## src/rtl/uart_tx_fifo.sv

```systemverilog
// uart_tx_fifo: byte FIFO feeding an 8N1-style UART transmitter.
// Latency: a write into an empty FIFO with the transmitter idle starts the
// start bit on the following edge. Frames are sent back-to-back while data
// is queued.
// Backpressure: writes while full are dropped, and the sticky overflow flag
// records the loss.
// Ports:
//   clk, reset       - sole clock (rising edge) and synchronous active-high reset
//   wr_en, wr_data   - write strobe and payload to queue
//   full, empty      - FIFO status
//   level            - number of stored entries
//   overflow         - sticky flag: a write was dropped
//   txd              - registered serial line, idle high
//   busy             - transmitter not idle
//   frame_done       - one-cycle pulse on the edge that ends the last stop bit
module uart_tx_fifo #(
    parameter int CLKS_PER_BIT = 217,
    parameter int DATA_BITS    = 8,
    parameter int PARITY       = 0,
    parameter int STOP_BITS    = 1,
    parameter int GAP_BITS     = 0,
    parameter int FIFO_DEPTH   = 16
) (
    input  logic                          clk,
    input  logic                          reset,
    input  logic                          wr_en,
    input  logic [DATA_BITS-1:0]          wr_data,
    output logic                          full,
    output logic                          empty,
    output logic [$clog2(FIFO_DEPTH):0]   level,
    output logic                          overflow,
    output logic                          txd,
    output logic                          busy,
    output logic                          frame_done
);

    localparam int AW = $clog2(FIFO_DEPTH);
    localparam int LW = AW + 1;
    localparam int CW = $clog2(CLKS_PER_BIT);

    localparam logic [CW-1:0] CNT_RELOAD = CW'(CLKS_PER_BIT - 1);
    localparam logic [3:0]    LAST_DATA  = 4'(DATA_BITS - 1);
    localparam logic [3:0]    LAST_STOP  = 4'(STOP_BITS - 1);
    localparam logic [3:0]    LAST_GAP   = 4'(GAP_BITS - 1);

    localparam logic [2:0] S_IDLE   = 3'd0;
    localparam logic [2:0] S_START  = 3'd1;
    localparam logic [2:0] S_DATA   = 3'd2;
    localparam logic [2:0] S_PARITY = 3'd3;
    localparam logic [2:0] S_STOP   = 3'd4;
    localparam logic [2:0] S_GAP    = 3'd5;

    // FIFO storage and bookkeeping
    logic [DATA_BITS-1:0] r_mem [FIFO_DEPTH];
    logic [AW-1:0]        r_wr_ptr;
    logic [AW-1:0]        r_rd_ptr;
    logic [LW-1:0]        r_level;
    logic                 r_overflow;

    // Transmitter state
    logic [2:0]           r_state;
    logic [CW-1:0]        r_cnt;
    logic [3:0]           r_idx;
    logic [DATA_BITS-1:0] r_shift;
    logic                 r_par;
    logic                 r_txd;
    logic                 r_frame_done;

    logic                 w_full;
    logic                 w_empty;
    logic                 w_push;
    logic                 w_pop;
    logic                 w_bit_end;
    logic                 w_stop_end;
    logic                 w_frame_end;
    logic [DATA_BITS-1:0] w_head;

    assign w_full    = (r_level == LW'(FIFO_DEPTH));
    assign w_empty   = (r_level == '0);
    assign w_push    = wr_en && !w_full;
    assign w_head    = r_mem[r_rd_ptr];
    assign w_bit_end = (r_cnt == '0);

    // Last stop bit ends the frame proper; the frame is only finished for
    // the line once any trailing gap bits have also elapsed.
    assign w_stop_end  = (r_state == S_STOP) && w_bit_end && (r_idx == LAST_STOP);
    assign w_frame_end = (w_stop_end && (GAP_BITS == 0)) ||
                         ((r_state == S_GAP) && w_bit_end && (r_idx == LAST_GAP));

    // A new frame starts either from idle or straight off the end of the
    // previous frame, so no idle cycle appears between queued bytes.
    assign w_pop = !w_empty && ((r_state == S_IDLE) || w_frame_end);

    always_ff @(posedge clk) begin
        if (!reset && w_push) begin
            r_mem[r_wr_ptr] <= wr_data;
        end
    end

    always_ff @(posedge clk) begin
        if (reset) begin
            r_wr_ptr   <= '0;
            r_rd_ptr   <= '0;
            r_level    <= '0;
            r_overflow <= 1'b0;
        end else begin
            if (w_push) begin
                r_wr_ptr <= r_wr_ptr + AW'(1);
            end
            if (w_pop) begin
                r_rd_ptr <= r_rd_ptr + AW'(1);
            end
            case ({w_push, w_pop})
                2'b10:   r_level <= r_level + LW'(1);
                2'b01:   r_level <= r_level - LW'(1);
                default: r_level <= r_level;
            endcase
            if (wr_en && w_full) begin
                r_overflow <= 1'b1;
            end
        end
    end

    always_ff @(posedge clk) begin
        if (reset) begin
            r_state      <= S_IDLE;
            r_cnt        <= '0;
            r_idx        <= '0;
            r_shift      <= '0;
            r_par        <= 1'b0;
            r_txd        <= 1'b1;
            r_frame_done <= 1'b0;
        end else begin
            r_frame_done <= w_stop_end;
            if (w_pop) begin
                // Parity is computed once from the whole byte at load time.
                r_shift <= w_head;
                r_par   <= (^w_head) ^ (PARITY == 1);
                r_txd   <= 1'b0;
                r_state <= S_START;
                r_cnt   <= CNT_RELOAD;
                r_idx   <= '0;
            end else if (r_state == S_IDLE) begin
                r_txd <= 1'b1;
            end else if (!w_bit_end) begin
                r_cnt <= r_cnt - CW'(1);
            end else begin
                r_cnt <= CNT_RELOAD;
                case (r_state)
                    S_START: begin
                        r_state <= S_DATA;
                        r_txd   <= r_shift[0];
                        r_shift <= r_shift >> 1;
                        r_idx   <= '0;
                    end
                    S_DATA: begin
                        if (r_idx == LAST_DATA) begin
                            r_idx <= '0;
                            if (PARITY != 0) begin
                                r_state <= S_PARITY;
                                r_txd   <= r_par;
                            end else begin
                                r_state <= S_STOP;
                                r_txd   <= 1'b1;
                            end
                        end else begin
                            r_txd   <= r_shift[0];
                            r_shift <= r_shift >> 1;
                            r_idx   <= r_idx + 4'd1;
                        end
                    end
                    S_PARITY: begin
                        r_state <= S_STOP;
                        r_txd   <= 1'b1;
                        r_idx   <= '0;
                    end
                    S_STOP: begin
                        r_txd <= 1'b1;
                        if (r_idx == LAST_STOP) begin
                            r_idx   <= '0;
                            r_state <= (GAP_BITS != 0) ? S_GAP : S_IDLE;
                        end else begin
                            r_idx <= r_idx + 4'd1;
                        end
                    end
                    S_GAP: begin
                        r_txd <= 1'b1;
                        if (r_idx == LAST_GAP) begin
                            r_idx   <= '0;
                            r_state <= S_IDLE;
                        end else begin
                            r_idx <= r_idx + 4'd1;
                        end
                    end
                    default: begin
                        r_state <= S_IDLE;
                        r_txd   <= 1'b1;
                    end
                endcase
            end
        end
    end

    assign full       = w_full;
    assign empty      = w_empty;
    assign level      = r_level;
    assign overflow   = r_overflow;
    assign txd        = r_txd;
    assign busy       = (r_state != S_IDLE);
    assign frame_done = r_frame_done;

endmodule

```

## config.mk

```make
export PLATFORM = sky130hd
export DESIGN_NAME = uart_tx_fifo
export DESIGN_NICKNAME = d
export VERILOG_FILES = /design/src/rtl/uart_tx_fifo.sv
export SDC_FILE = /design/constraint.sdc
export NUM_CORES = 1
export LEC_CHECK = 0
export CAP_MARGIN = 20
export CORE_MARGIN = 2
export CORE_UTILIZATION = 55
export DETAILED_ROUTE_END_ITERATION = 6
export PLACE_DENSITY = 0.86
export SLEW_MARGIN = 25
export SYNTH_ARGS = -nofsm -noshare
export SYNTH_HDL_FRONTEND = slang
export SYNTH_SLANG_ARGS = --single-unit
```

## constraint.sdc

```tcl
create_clock -name clk -period 3.3 [get_ports clk]
set_input_delay 0.33 -clock clk [delete_from_list [all_inputs] [get_ports clk]]
set_output_delay 0.33 -clock clk [all_outputs]
set_load 0.01 [all_outputs]
```

# Yosys cells after proc, flatten, opt, wreduce, memory -nomap -nowiden
# Memories as Yosys holds them, arrays and structs flattened. A register that Yosys moved wholly into a read port is not among the register bits.
# Index checks and enable logic that the tools add are counted.
[totals]
register_bits = 39
mem_bits_rw = 128
inputBits = 11
output_inout_bits = 11
wordCells = 96
n_memories = 1
[op_classes]
add_sub_neg = 6
n_eq_ne = 18
muxes = 29
bitwise = 1
reduce_logical = 29
[memory_table]
columns = ["memory", "words", "word_bits", "read_ports", "rd_clocked_by_memory_dff", "write_ports", "line", "rtl"]
rows = [
  ["r_mem", 16, 8, 1, 1, 1, "54", "logic [DATA_BITS-1:0] r_mem [FIFO_DEPTH];"],
]
[op_table]
columns = ["cell", "n"]
rows = [
  ["$mux W8", 7],
  ["$mux W4", 5],
  ["$pmux W4 S4", 1],
  ["$pmux W8 S2", 1],
  ["$pmux W3 S5", 1],
  ["$add A4 B1 Y4 const B", 3],
  ["$pmux W5 S2", 1],
  ["$reduce_and A5 Y1", 2],
  ["$mux W1", 9],
  ["$mux W3", 3],
  ["$reduce_bool A3 Y1", 3],
  ["$logic_and A1 B1 Y1", 8],
  ["$logic_not A8 Y1", 1],
  ["$sub A8 B1 Y8 const B", 1],
  ["$eq A3 B2 Y1 const B", 2],
  ["$eq A3 B3 Y1 const B", 2],
  ["$ne A3 B2 Y1 const B", 2],
  ["$ne A3 B3 Y1 const B", 2],
  ["$add A5 B1 Y5 const B", 1],
  ["$eq A5 B5 Y1 const B", 1],
  ["$logic_not A5 Y1", 1],
  ["$sub A5 B1 Y5 const B", 1],
  ["$eq A4 B3 Y1 const B", 1],
  ["$eq A4 B4 Y1 const B", 1],
  ["16 further kinds", 23],
]

# Longest topological paths before layout
# Gate-level depths: netlist of run 1.
[logic_depth]
ltp_word = 8
ltp_mapped = 14
ltp_nobuf = 13

# Worst setup path before layout of run 1
# No wires, ideal clock.
[synth_timing]
kind = "register -> register"
startpoint = "register r_cnt[0]"
endpoint = "register r_level[4], in the netlist level[4]"
setup_time_ns = 0.070
arrival_ns = 3.281
required_time_ns = 3.230
slack_ns = -0.051
stages_incl_launch_ff = 15
n_path_buf = 1
synth_period_minus_slack_ns = 3.351
path_cell_list = "dfxtp_1 > inv_1 > ha_1 > nor3b_1 > nand2_1 > o31ai_4 > buf_4 > ha_1 > xor2_1 > ha_1 > a211o_1 > a21oi_1 > a221oi_1 > or3_1 > a21oi_1"
[synth_via]
elab_chain_len = 8
elab_cells_between_ends = 12
cone_classes = "2 x eq/ne; 1 x mux; 9 x reduce/logical"
[synth_rtl]
columns = ["element", "line", "rtl"]
rows = [
  ["from (decl)", "62", "logic [CW-1:0] r_cnt;"],
  ["from (signal assigned)", "146", "r_cnt <= r_cnt - CW'(1);"],
  ["$logic_not A8 Y1 *", "82", "assign w_bit_end = (r_cnt == '0);"],
  ["$logic_and A1 B1 Y1, on equally long branches (2 in series)", "86, 88", ""],
  ["$logic_or A1 B1 Y1 *", "87", "assign w_frame_end = (w_stop_end && (GAP_BITS == 0)) ||"],
  ["$logic_or A1 B1 Y1 *", "92", "assign w_pop = !w_empty && ((r_state == S_IDLE) || w_frame_end);"],
  ["$logic_and A1 B1 Y1 *", "92", ""],
  ["named net w_pop", "72", "logic w_pop;"],
  ["$eq A2 B1 Y1 or $eq A2 B2 Y1 (tied branches)", "113", "case ({w_push, w_pop})"],
  ["$pmux W5 S2 or $reduce_bool A2 Y1 (tied branches)", "n/a", ""],
  ["to (signal assigned)", "114", "2'b10: r_level <= r_level + LW'(1);"],
  ["to (signal assigned)", "115", "2'b01: r_level <= r_level - LW'(1);"],
  ["to (signal assigned)", "116", "default: r_level <= r_level;"],
  ["to (decl)", "57", "logic [LW-1:0] r_level;"],
]
# The timed path passes the listed nets; every way through them passes the cells marked *.
# A chain may end at the register's enable or synchronous reset.

# Worst setup path after layout of run 1
[layout_timing]
startpoint = "register r_idx[0]"
endpoint = "register r_level[4], in the netlist level[4]"
[layout_via]
elab_chain_len = 7
elab_cells_between_ends = 11
cone_classes = "3 x eq/ne; 1 x mux; 7 x reduce/logical"
[layout_rtl]
columns = ["element", "line", "rtl"]
rows = [
  ["from (decl)", "63", "logic [3:0] r_idx;"],
  ["from (signal assigned)", "169", "r_idx <= r_idx + 4'd1;"],
  ["from (signal assigned)", "183", "r_idx <= r_idx + 4'd1;"],
  ["from (signal assigned)", "192", "r_idx <= r_idx + 4'd1;"],
  ["$eq A4 B4 Y1 or $logic_not A4 Y1 (tied branches)", "88, 86", ""],
  ["$logic_and A1 B1 Y1, on equally long branches", "88, 86", ""],
  ["$logic_or A1 B1 Y1 *", "87", ""],
  ["$logic_or A1 B1 Y1 *", "92", ""],
  ["$logic_and A1 B1 Y1 *", "92", ""],
  ["$eq A2 B1 Y1 or $eq A2 B2 Y1 (tied branches)", "113", ""],
  ["$pmux W5 S2 or $reduce_bool A2 Y1 (tied branches)", "n/a", ""],
]
# Every way passes the cells marked *; elsewhere a longest branch is shown, timed or not.

==> results of run 1 <==
flip-flops by register name (all words and copies together), names as in the netlist, named ones only:
name and cells:
level 5, r_idx 4, r_state 3, r_mem 128, r_wr_ptr 4, frame_done 1
overflow 1, r_cnt 8, txd 1, r_rd_ptr 4, r_shift 8
Yosys cell counts, types with 6 or more instances:
| cell type | instances |
|---|---|
| nor2b_1 | 10 |
| o21ai_0 | 9 |
| dfxtp_1 | 43 |
| nand2b_1 | 7 |
| edfxtp_1 | 128 |
| xor2_1 | 7 |
| nor3_1 | 11 |
| nand2_1 | 21 |
| a21oi_1 | 23 |
| a22oi_1 | 17 |
| ha_1 | 12 |
| a211oi_1 | 8 |
| clkbuf_1 | 14 |
| nor2_1 | 36 |
| mux4_2 | 32 |
| buf_2 | 6 |
| inv_1 | 14 |
worst paths after layout:
path / endpoint / slack (ns) / start / depth (start not counted)
worst max-delay path: level[4] / 0.27 / r_idx[0] / 12
worst min-delay path: r_cnt[0] / 0.48 / r_cnt[0] / 2
worst max register to register: level[4] / 0.27 / r_idx[0] / 12
worst min register to register: r_cnt[0] / 0.48 / r_cnt[0] / 2
routing by layer:
layer  global-route usage  wire length [µm]  up-vias
met5                    0                 0        -
met4               0.0896               296        0
met3               0.0480               893       23
met2                0.379              7410      147
met1                0.279              5860     2106
li1                     -                 -     1897
cell families (layout without fill, tap and decap cells):
group	Yosys count	after routing	synth area share
DFF	171	171	0.664
and+or+nand+nor	117	117	0.0835
AOI/OAI and AO/OA	84	84	0.0835
buffers and inverters	41	87	0.0254
muxes	36	36	0.107
adders and majority gates	12	12	0.0212
xor gates and xnor gates	12	12	0.0148
layout by cell type (no fill, tap or decap), types with 2 or more instances in the layout:
master / Yosys / final
clkbuf_16: 0 / 17
nor4_1: 3 / 3
and2_1: 3 / 3
nand4_1: 3 / 3
xnor2_1: 5 / 5
or3_1: 4 / 4
buf_4: 1 / 20
a21o_1: 4 / 4
nand3_1: 5 / 5
clkinv_2: 0 / 2
nor2_1: 36 / 36
clkinv_4: 0 / 4
dfxtp_1: 43 / 42
nor2b_1: 10 / 10
or4_1: 2 / 2
nand2b_1: 7 / 7
xor2_1: 7 / 7
clkbuf_1: 14 / 2
o21ai_0: 9 / 9
ha_1: 12 / 12
a211oi_1: 8 / 8
a31oi_1: 2 / 2
mux2i_1: 4 / 4
edfxtp_1: 128 / 128
a311oi_2: 2 / 2
nand2_1: 21 / 21
clkdlybuf4s50_1: 0 / 21
or2_2: 2 / 2
inv_1: 14 / 14
o22ai_1: 3 / 3
mux4_2: 32 / 32
a311oi_1: 5 / 5
nor3_1: 11 / 11
inv_6: 0 / 4
a21oi_1: 23 / 23
nand4b_1: 2 / 2
a22oi_1: 17 / 17
bufinv_16: 0 / 2
area by class of cell:
class	instances	area (µm²)
clock buffer	19	433
timing repair buffer	42	380
tap	172	215
clock inverter	12	140
multi-input combinational	261	2200
sequential	171	4710
inverter	14	52.6
fill	904	4490
worst max-delay path, cell delays in order, from the launching register on:
cell and delay (ns):
dfxtp_1 0.34, inv_1 0.09, ha_1 0.13, or4b_4 0.47, a21o_1 0.20, o31ai_4 0.24
buf_4 0.35, ha_1 0.31, o21ai_0 0.12, o22ai_1 0.17, a221oi_1 0.10, or3_1 0.31
a21oi_1 0.14
power groups by stage:
| stage | sequential (mW) | clock, mW | combinational [mW] |
|---|---|---|---|
| final | 2.61 | 1.94 | 1.78 |
| after global placement | 2.63 | 0 | 1.68 |
| after global routing | 2.63 | 2.04 | 1.95 |
| after CTS | 2.60 | 1.97 | 1.79 |
| after floorplan | 2.61 | 0 | 1.30 |
| after detailed placement | 2.65 | 0 | 1.76 |
==> summary.txt, run 1 <==
STA
  – Fin. max-slew vios: 0
  – Worst slew pin tran: 0.867 ns
  – Final worst slack: 0.267 ns
  – Final Skew: 0.00699 ns
  – Setup TNS: 0 ns
  – RSZ-0062 raised after global routing: no
  – Tmin final: 3.03 ns
  – Hold WS: around 0.48 ns
  – Rel. slew slack: 0.420
  – Final hold violation count: 0
  – Fmax: approximately 330 MHz
  – Setup-failing EPs final: 0
  – Period utilisation layout: 0.919

Synthesis
  – Syn_area_per_cell: 15.0 µm²
  – Synth area leader: edfxtp_1
  – Yosys top cell area share: 0.543
  – Asr flop ratio synth: 0
  – Top cells by area, synth: edfxtp_1 54%, dfxtp_1 12%, mux4_2 10%, ha_1 2.1%, nor2_1 1.9%
  – Syn nets: 496
  – Cell Area, Synth: 7080 µm²
  – Cells after Synth: 473
  – Sequential share of the synthesized area: 0.664
  – Predominant post-synthesis flop cell: edfxtp_1
  – #FFs+latches synth: ~170
  – Cell variety after synth: 54
  – Number of synthesized flops with an enable pin: about 130
  – Syn. warnings: 0

Global routing
  – Initial antenna violation count: 0
  – Grt total ovfl: 0
  – Largest net degree at the start of global routing: 36
  – Vias in the first global route: between 4,000 and 5,000
  – GRT Resource Usage Total: 0.222
  – First-pass GRT wire length: 23.0 mm

Clocking
  – CTS root buf: clkbuf_16
  – H-tree levels: 4
  – CTS Buf Count: 17
  – Hold bufs inserted after CTS: 0
  – Later-pin clock latency in the skew report: 0.43 ns
  – Worst-path clk slew: approximately 0.060 ns
  – Post-CTS sizing: 0
  – Post-CTS Setup Inserts: 0
  – CTS Sinks: 171
  – TritonCTS clock tree: done
  – Max Root-Sink Buffers: 2

Placed design
  – Placed cell area: 7560 µm²
  – Pre-CTS setup slack: 0.295 ns
  – Placer Congestion: 0.843
  – Port bufs: 21
  – Placed insts: 660
  – DP HPWL: 9.28 mm

Final layout
  – Non-Filler Instances: 691
  – ANT cells: 0
  – Final core utilization: 0.644
  – Area growth syn-to-layout: 14.8%
  – Final layout net count: 530
  – Final Cell Area: between 8000 and 9000 µm²
  – Layout cell share with drive strength beyond 1: 0.181

Pwr
  – Tot Pwr: between 6 and 7 mW
  – Pwr Density: 779 nW/µm²
  – Clock group share of total power: 0.307
  – Net Sw Power: 1.94 mW
  – Comb pwr share: 0.282
  – VDD IR-drop max: about 430 µV
  – Reg power frac: 0.412
  – Internal power: ~4.4 mW
  – Switching share of power: 0.306
  – Leak: 2.71 nW

Route
  – DRT Pass-1 Iters: 5
  – 1st-iter DRT viols: 434
  – Post-route antenna net violation count: 0
  – Routed len/inst: 20.9 µm
  – Total wire length: ~14 mm
  – Vias post-DR: 4,173
  – DRC viols: 0
  – Avg Vias per Cell: 6.04

Die
  – Height of the die: 117 µm
  – Io pins: 22
  – Die Width: between 100 and 150 µm
  – Rows: 41
  – Core ar.: between 10,000 and 15,000 µm²
  – Die ar.: 13,800 µm²
  – Initial Util: 0.561

Critical path
  – Worst path required time: between 3 and 4 ns
  – Worst-path fanout max: 28
  – Worst Setup End Kind: flip-flop
  – CP Data Arrival Time: 3.40 ns
  – Startpoint Class: flip-flop
  – Critical path class: flip-flop to flip-flop

Outcome
  – Outcome: finished, final reports clean

Min path
  – Hold Crit Class: flip-flop to flip-flop

Run
  – Max Cap Viol: 0
Power figures use the tool's default switching activity.
==> run 2: changes to the inputs <==
--- a/config.mk
+++ b/config.mk
@@ -5,6 +5,7 @@
 export SDC_FILE = /design/constraint.sdc
 export NUM_CORES = 1
 export LEC_CHECK = 0
+export ABC_AREA = 1
 export CAP_MARGIN = 20
 export CORE_MARGIN = 2
 export CORE_UTILIZATION = 55
==> summary.txt, run 2 <==
Synthesis
  – Syn nets: 825 (was 496)
  – Top-count cell post-synth: nand2_1 (was edfxtp_1)
  – Syn_area_per_cell: 9.53 µm² (was 15.0 µm²)
  – Number of synthesized flops with an enable pin: 128 (unchanged)
  – Syn. warnings: 0 (unchanged)
  – Cell variety after synth: 36 (was 54)
  – Synth area leader: edfxtp_1 (unchanged)
  – Predominant post-synthesis flop cell: edfxtp_1 (unchanged)
  – Top cells by count, synth: 231 x nand2_1, 128 x edfxtp_1, 103 x nand3_1 (was 128 x edfxtp_1, 43 x dfxtp_1, 36 x nor2_1)
  – #FFs+latches synth: 171 (unchanged)
  – Sequential share of the synthesized area: 0.616 (was 0.664)
  – Top cells by area, synth: edfxtp_1 50%, nand2_1 11%, dfxtp_1 11%, nand3_1 6.7%, inv_1 4.6% (was edfxtp_1 54%, dfxtp_1 12%, mux4_2 10%, ha_1 2.1%, nor2_1 1.9%)
  – Cells after Synth: 802 (was 473)
  – Cell Area, Synth: 7640 µm² (was 7080 µm²)
  – Yosys top cell area share: 0.503 (was 0.543)
  – Asr flop ratio synth: 0 (unchanged)

Route
  – DRT Pass-1 Iters: 5 (unchanged)
  – Vias post-DR: 5,627 (was 4,173)
  – Avg Vias per Cell: 5.53 (was 6.04)
  – Total wire length: 16.5 mm (was 14.5 mm)
  – Routed len/inst: 16.2 µm (was 20.9 µm)
  – DRC viols: 0 (unchanged)
  – Post-route antenna net violation count: 0 (unchanged)
  – 1st-iter DRT viols: 486 (was 434)

Critical path
  – Largest stage delay, worst path: 0.33 ns (was 0.47 ns)
  – CP Data Arrival Time: 3.15 ns (was 3.40 ns)
  – Startpoint Class: flip-flop (unchanged)
  – Worst path required time: 3.67 ns (was 3.66 ns)
  – WP buf/inv: 2 (unchanged)
  – Worst-path fanout max: 11 (was 28)
  – Worst Setup End Kind: flip-flop (unchanged)
  – Critical path class: flip-flop to flip-flop (unchanged)
  – CP cell instances: inv_1, ha_1, nand2_2, nor2_4, nand2_1, nand3_1, nand2_2, inv_2, ha_1, xor2_1, ha_1, a21o_1, nand3_1, nand2_1, a21oi_1, o21ai_0, nand2_1, nand2_1, nor2_1 (was inv_1, ha_1, or4b_4, a21o_1, o31ai_4, buf_4, ha_1, o21ai_0, o22ai_1, a221oi_1, or3_1, a21oi_1)
  – CP most frequent cell: nand2_1 (was ha_1)
  – CP top delay family: simple AND/OR/NAND/NOR gates (was compound AO/OA/AOI/OAI gates)
  – CP max-delay cell: ha_1 (was or4b_4)

Final layout
  – Commonest cells after routing, fill and taps aside: 231 x nand2_1, 128 x edfxtp_1, 103 x nand3_1, 94 x inv_1, 48 x nor2_1 (was 128 x edfxtp_1, 42 x dfxtp_1, 36 x nor2_1, 32 x mux4_2, 23 x a21oi_1)
  – Number of flip-flops in the largest register: 128 (unchanged)
  – ANT cells: 0 (unchanged)
  – Fill cells: 995 (was 904)
  – Layout cell share with drive strength beyond 1: 0.0848 (was 0.181)
  – Final layout net count: 847 (was 530)
  – Register area: 4710 µm² (unchanged)
  – Final core utilization: 0.629 (was 0.644)
  – Multi-input logic area: 2390 µm² (was 2200 µm²)
  – Area growth syn-to-layout: 13.0% (was 14.8%)
  – Leading cell type in the layout, fill and taps excluded: nand2_1 (was edfxtp_1)
  – Largest registers: r_mem: 128 flops, r_cnt: 8 flops, r_shift: 8 flops (unchanged)
  – Largest Register: r_mem (unchanged)

Clocking
  – Post-CTS sizing: 0 (unchanged)
  – TritonCTS clock tree: done (unchanged)
  – H-tree levels: 4 (unchanged)
  – CTS root buf: clkbuf_16 (unchanged)
  – Later-pin clock latency in the skew report: 0.43 ns (about the same)
  – CTS Buf Count: 17 (unchanged)
  – Post-CTS Setup Inserts: 0 (unchanged)
  – CTS Sinks: 171 (unchanged)
  – Hold bufs inserted after CTS: 0 (unchanged)
  – Max Root-Sink Buffers: 2 (unchanged)
  – Worst-path clk slew: 0.06 ns (about the same)

Pwr
  – Tot Pwr: 6.82 mW (was 6.33 mW)
  – Leak: 3.55 nW (was 2.71 nW)
  – VDD IR-drop max: 475 µV (was 426 µV)
  – Pwr Density: 790 nW/µm² (was 779 nW/µm²)

STA
  – Period utilisation layout: 0.844 (was 0.919)
  – RSZ-0062 raised after global routing: no (unchanged)
  – Final hold violation count: 0 (unchanged)
  – Setup TNS: 0 ns (unchanged)
  – Final worst slack: 0.515 ns (was 0.267 ns)
  – Final Skew: 0.0107 ns (was 0.00699 ns)
  – Setup-failing EPs final: 0 (unchanged)
  – Fin. max-slew vios: 0 (unchanged)
  – Worst slew pin tran: 1.00 ns (was 0.867 ns)
  – Hold WS: 0.477 ns (was 0.481 ns)
  – Fmax: 359 MHz (was 330 MHz)
  – Tmin final: 2.79 ns (was 3.03 ns)
  – Rel. slew slack: 0.331 (was 0.420)

Global routing
  – GRT Resource Usage Total: 0.234 (was 0.222)
  – Largest net degree at the start of global routing: 65 (was 36)
  – Initial antenna violation count: 0 (unchanged)
  – First-pass GRT wire length: 26.2 mm (was 23.0 mm)
  – Vias in the first global route: 5,453 (was 4,287)
  – Grt total ovfl: 0 (unchanged)

Die
  – Die ar.: 14,900 µm² (was 13,800 µm²)
  – Io pins: 22 (unchanged)
  – Rows: 43 (was 41)
  – Height of the die: 122 µm (was 117 µm)
  – Core ar.: 13,700 µm² (was 12,600 µm²)
  – Initial Util: 0.557 (was 0.561)
  – Die Width: 122 µm (was 117 µm)

Placed design
  – DP HPWL: 9.72 mm (was 9.28 mm)
  – Port bufs: 21 (unchanged)
  – Placer Congestion: 0.856 (was 0.843)
  – Pre-CTS setup slack: 0.620 ns (was 0.295 ns)

Min path
  – Hold Crit Class: flip-flop to flip-flop (unchanged)

Run
  – Max Cap Viol: 0 (unchanged)

Outcome
  – Outcome: finished, final reports clean (unchanged)
-- run 2: routing by layer --
layer | global-route usage | share of wire
met3 | 0.0510 | 0.076
met4 | 0.114 | 0.031
met2 | 0.406 | 0.52
met1 | 0.277 | 0.37
met5 | 0 | 0
-- run 2: final timing paths --
kind / start / to / slack [ns] / cells past startpoint
worst max register to register: r_cnt[0] / level[4] / 0.51 / 19
worst min-delay path: overflow / overflow / 0.48 / 2
worst min register to register: overflow / overflow / 0.48 / 2
worst max-delay path: r_cnt[0] / level[4] / 0.51 / 19
-- run 2: final cells by class --
type                       count  area share
clock buffer                  17      0.0493
clock inverter                15      0.0226
inverter                     100      0.0435
multi-input combinational    499       0.277
sequential                   171       0.545
tap                          180      0.0261
timing repair buffer          35      0.0365
-- run 2: cell families (layout without fill, tap and decap cells) --
logic type,after synthesis,in the layout,share of synthesized area
AOI/OAI and AO/OA,65,65,0.0455
and+or+nand+nor,411,411,0.235
DFF,171,171,0.616
adders and majority gates,12,12,0.0196
buffers and inverters,132,167,0.0712
xor gates and xnor gates,11,11,0.0126
-- run 2: power by group --
| part | switching, mW | internal, mW | leakage, nW |
|---|---|---|---|
| Clock | 0.829 | 1.27 | 0.300 |
| Sequential | 0.145 | 2.48 | 1.51 |
| Combinational | 1.40 | 0.700 | 1.74 |
| Total | 2.37 | 4.45 | 3.55 |
-- run 2: metrics by stage --
stage,cell area (µm²),cells
global route,8640,1017
CTS,8640,1017
floorplan,7640,802
finish,8640,1017
global placement,8020,985
detailed placement,8020,985
-- run 2: worst min-delay path, stage by stage (launching register included) --
cell and delay, ns:
dfxtp_1 0.33, a21oi_1 0.04, nor2_1 0.07
==> run 3: changes to the inputs <==
==> constraint.sdc (replaced) <==
create_clock -name clk -period 2.5 [get_ports clk]
set_input_delay 0.25 -clock clk [delete_from_list [all_inputs] [get_ports clk]]
set_output_delay 0.25 -clock clk [all_outputs]
set_load 0.01 [all_outputs]
==> summary.txt, run 3 (synthesized netlist as in run 2, its figures left out) <==
Placed design
  – Port bufs: 21 (unchanged)
  – Placer Congestion: 0.864 (was 0.856)
  – DP HPWL: 10.4 mm (was 9.72 mm)

STA
  – Setup TNS: 0 ns (unchanged)
  – Hold WS: 0.465 ns (was 0.477 ns)
  – Tmin final: 2.45 ns (was 2.79 ns)
  – Setup-failing EPs final: 0 (unchanged)
  – Rel. slew slack: 0.543 (was 0.331)
  – Worst slew pin tran: 0.683 ns (was 1.00 ns)
  – Fin. max-slew vios: 0 (unchanged)
  – RSZ-0062 raised after global routing: yes (was no)
  – Fmax: 408 MHz (was 359 MHz)
  – Period utilisation layout: 0.980 (was 0.844)
  – Final Skew: 0.00985 ns (was 0.0107 ns)
  – Final hold violation count: 0 (unchanged)

Clocking
  – H-tree levels: 4 (unchanged)
  – TritonCTS clock tree: done (unchanged)
  – CTS root buf: clkbuf_16 (unchanged)
  – CTS Sinks: 171 (unchanged)
  – CTS Buf Count: 17 (unchanged)
  – Worst-path clk slew: 0.07 ns (was 0.06 ns)
  – Later-pin clock latency in the skew report: 0.43 ns (about the same)
  – Max Root-Sink Buffers: 2 (unchanged)
  – Hold bufs inserted after CTS: 0 (unchanged)

Route
  – 1st-iter DRT viols: 476 (was 486)
  – DRT Pass-1 Iters: 7 (was 5)
  – Post-route antenna net violation count: 0 (unchanged)
  – Avg Vias per Cell: 5.51 (was 5.53)
  – Total wire length: 17.2 mm (was 16.5 mm)
  – DRC viols: 0 (unchanged)
  – Routed len/inst: 16.6 µm (was 16.2 µm)
  – Vias post-DR: 5,704 (was 5,627)

Run
  – Max Cap Viol: 0 (unchanged)

Final layout
  – Register area: 4710 µm² (about the same)
  – Final layout net count: 866 (was 847)
  – Multi-input logic area: 2450 µm² (was 2390 µm²)
  – Fill cells: 982 (was 995)
  – Leading cell type in the layout, fill and taps excluded: nand2_1 (unchanged)
  – Largest registers: r_mem: 128 flops, r_cnt: 8 flops, r_shift: 8 flops (unchanged)
  – ANT cells: 0 (unchanged)
  – Layout cell share with drive strength beyond 1: 0.118 (was 0.0848)
  – Number of flip-flops in the largest register: 128 (unchanged)
  – Largest Register: r_mem (unchanged)
  – Commonest cells after routing, fill and taps aside: 229 x nand2_1, 128 x edfxtp_1, 101 x nand3_1, 94 x inv_1, 48 x nor2_1 (was 231 x nand2_1, 128 x edfxtp_1, 103 x nand3_1, 94 x inv_1, 48 x nor2_1)
  – Area growth syn-to-layout: 15.0% (was 13.0%)

Die
  – Rows: 43 (unchanged)
  – Height of the die: 122 µm (unchanged)
  – Io pins: 22 (unchanged)
  – Die Width: 122 µm (unchanged)
  – Initial Util: 0.557 (unchanged)
  – Core ar.: 13,700 µm² (unchanged)
  – Die ar.: 14,900 µm² (unchanged)

Critical path
  – FF-to-FF path depth: 18 (was 19)
  – Worst Setup End Kind: flip-flop (unchanged)
  – RR Endpoint: level[4] (unchanged)
  – Critical path class: flip-flop to flip-flop (unchanged)
  – Startpoint Class: flip-flop (unchanged)
  – Reg-to-reg setup timing slack: 0.05 ns (was 0.51 ns)
  – Worst-path fanout max: 5 (was 11)
  – CP Data Arrival Time: 2.78 ns (was 3.15 ns)
  – Worst R2R Start: r_cnt[1] (was r_cnt[0])
  – Worst path required time: 2.83 ns (was 3.67 ns)

Global routing
  – GRT Resource Usage Total: 0.238 (was 0.234)
  – Grt total ovfl: 0 (unchanged)
  – Vias in the first global route: 5,516 (was 5,453)
  – First-pass GRT wire length: 26.7 mm (was 26.2 mm)
  – Initial antenna violation count: 0 (unchanged)
  – Largest net degree at the start of global routing: 65 (unchanged)

Min path
  – Min-Delay Startpoint: r_idx[0] (was overflow)
  – Hold path depth: 1 (was 2)
  – Worst-case hold path end point: r_idx[0] (was overflow)
  – Hold Crit Class: flip-flop to flip-flop (unchanged)

Outcome
  – Outcome: finished, final reports clean (unchanged)

Pwr
  – Pwr Density: 1020 nW/µm² (was 790 nW/µm²)
  – VDD IR-drop max: 585 µV (was 475 µV)
  – Leak: 3.62 nW (was 3.55 nW)
run 3: layout make-up:
type / instances / share of cell area
Sequential cell: 171 / 0.536
Tap cell: 180 / 0.0256
Inverter: 100 / 0.0427
Clock buffer: 20 / 0.0497
Clock inverter: 12 / 0.0134
Multi-Input combinational cell: 499 / 0.279
Timing Repair Buffer: 54 / 0.0535
run 3: power breakdown:
part / switching, mW / internal [mW] / leakage [nW]
sequential: 0.178 / 3.28 / 1.51
clock: 1.09 / 1.38 / 0.264
combinational: 1.98 / 1.06 / 1.85
total: 3.25 / 5.71 / 3.62
run 3: metal layers:
metal	track usage	vias up	part of all wire
met5	0	-	0
met4	0.114	0	0.033
met3	0.0463	56	0.062
met2	0.417	249	0.52
met1	0.280	2682	0.38
li1	-	2717	-
run 3: how the worst max path moves through the flow:
| stage | startpoint | to | cells after the start |
|---|---|---|---|
| finish | r_cnt[1] | level[4] | 18 |
| CTS | r_cnt[1] | level[4] | 19 |
| global placement | r_idx[0] | level[4] | 18 |
| detailed placement | r_idx[0] | level[4] | 18 |
| floorplan | r_cnt[0] | level[4] | 18 |
| global route | r_cnt[0] | level[4] | 18 |
run 3: worst max-delay path: stages (launching register included):
cell and delay (ns):
dfxtp_2 0.34, inv_1 0.05, ha_1 0.20, nand2_2 0.12, nor2_4 0.06, nand2_1 0.07
nand3_2 0.09, nand2_2 0.08, inv_2 0.05, ha_4 0.19, xor2_4 0.16, ha_1 0.19
a21o_1 0.19, nand3_2 0.09, nand2_2 0.07, a21oi_2 0.16, o21ai_2 0.08, nor2_1 0.11
nor2_1 0.05
run 3: stage by stage:
stage	instance area, µm²	utilization	cells	power, mW	worst slack, ns
2_1_floorplan	7640	-	802	5.53	0.107
3_3_place_gp	8160	0.594	1002	6.20	0.0666
3_5_place_dp	8160	0.594	1002	6.30	-0.00871
4_1_cts	8730	0.636	1034	8.83	0.0462
5_1_grt	8790	0.640	1036	9.41	-0.126
6_report	8790	0.640	1036	8.97	0.0499
run 3: what timing repair did:
item | 4_1_cts | 5_1_grt
gates resized for setup | 3 | 13
pin swaps | 0 | 3
endpoints found under the setup margin | 1 | 3
setup buffers | 0 | 2
cloned | 0 | 0
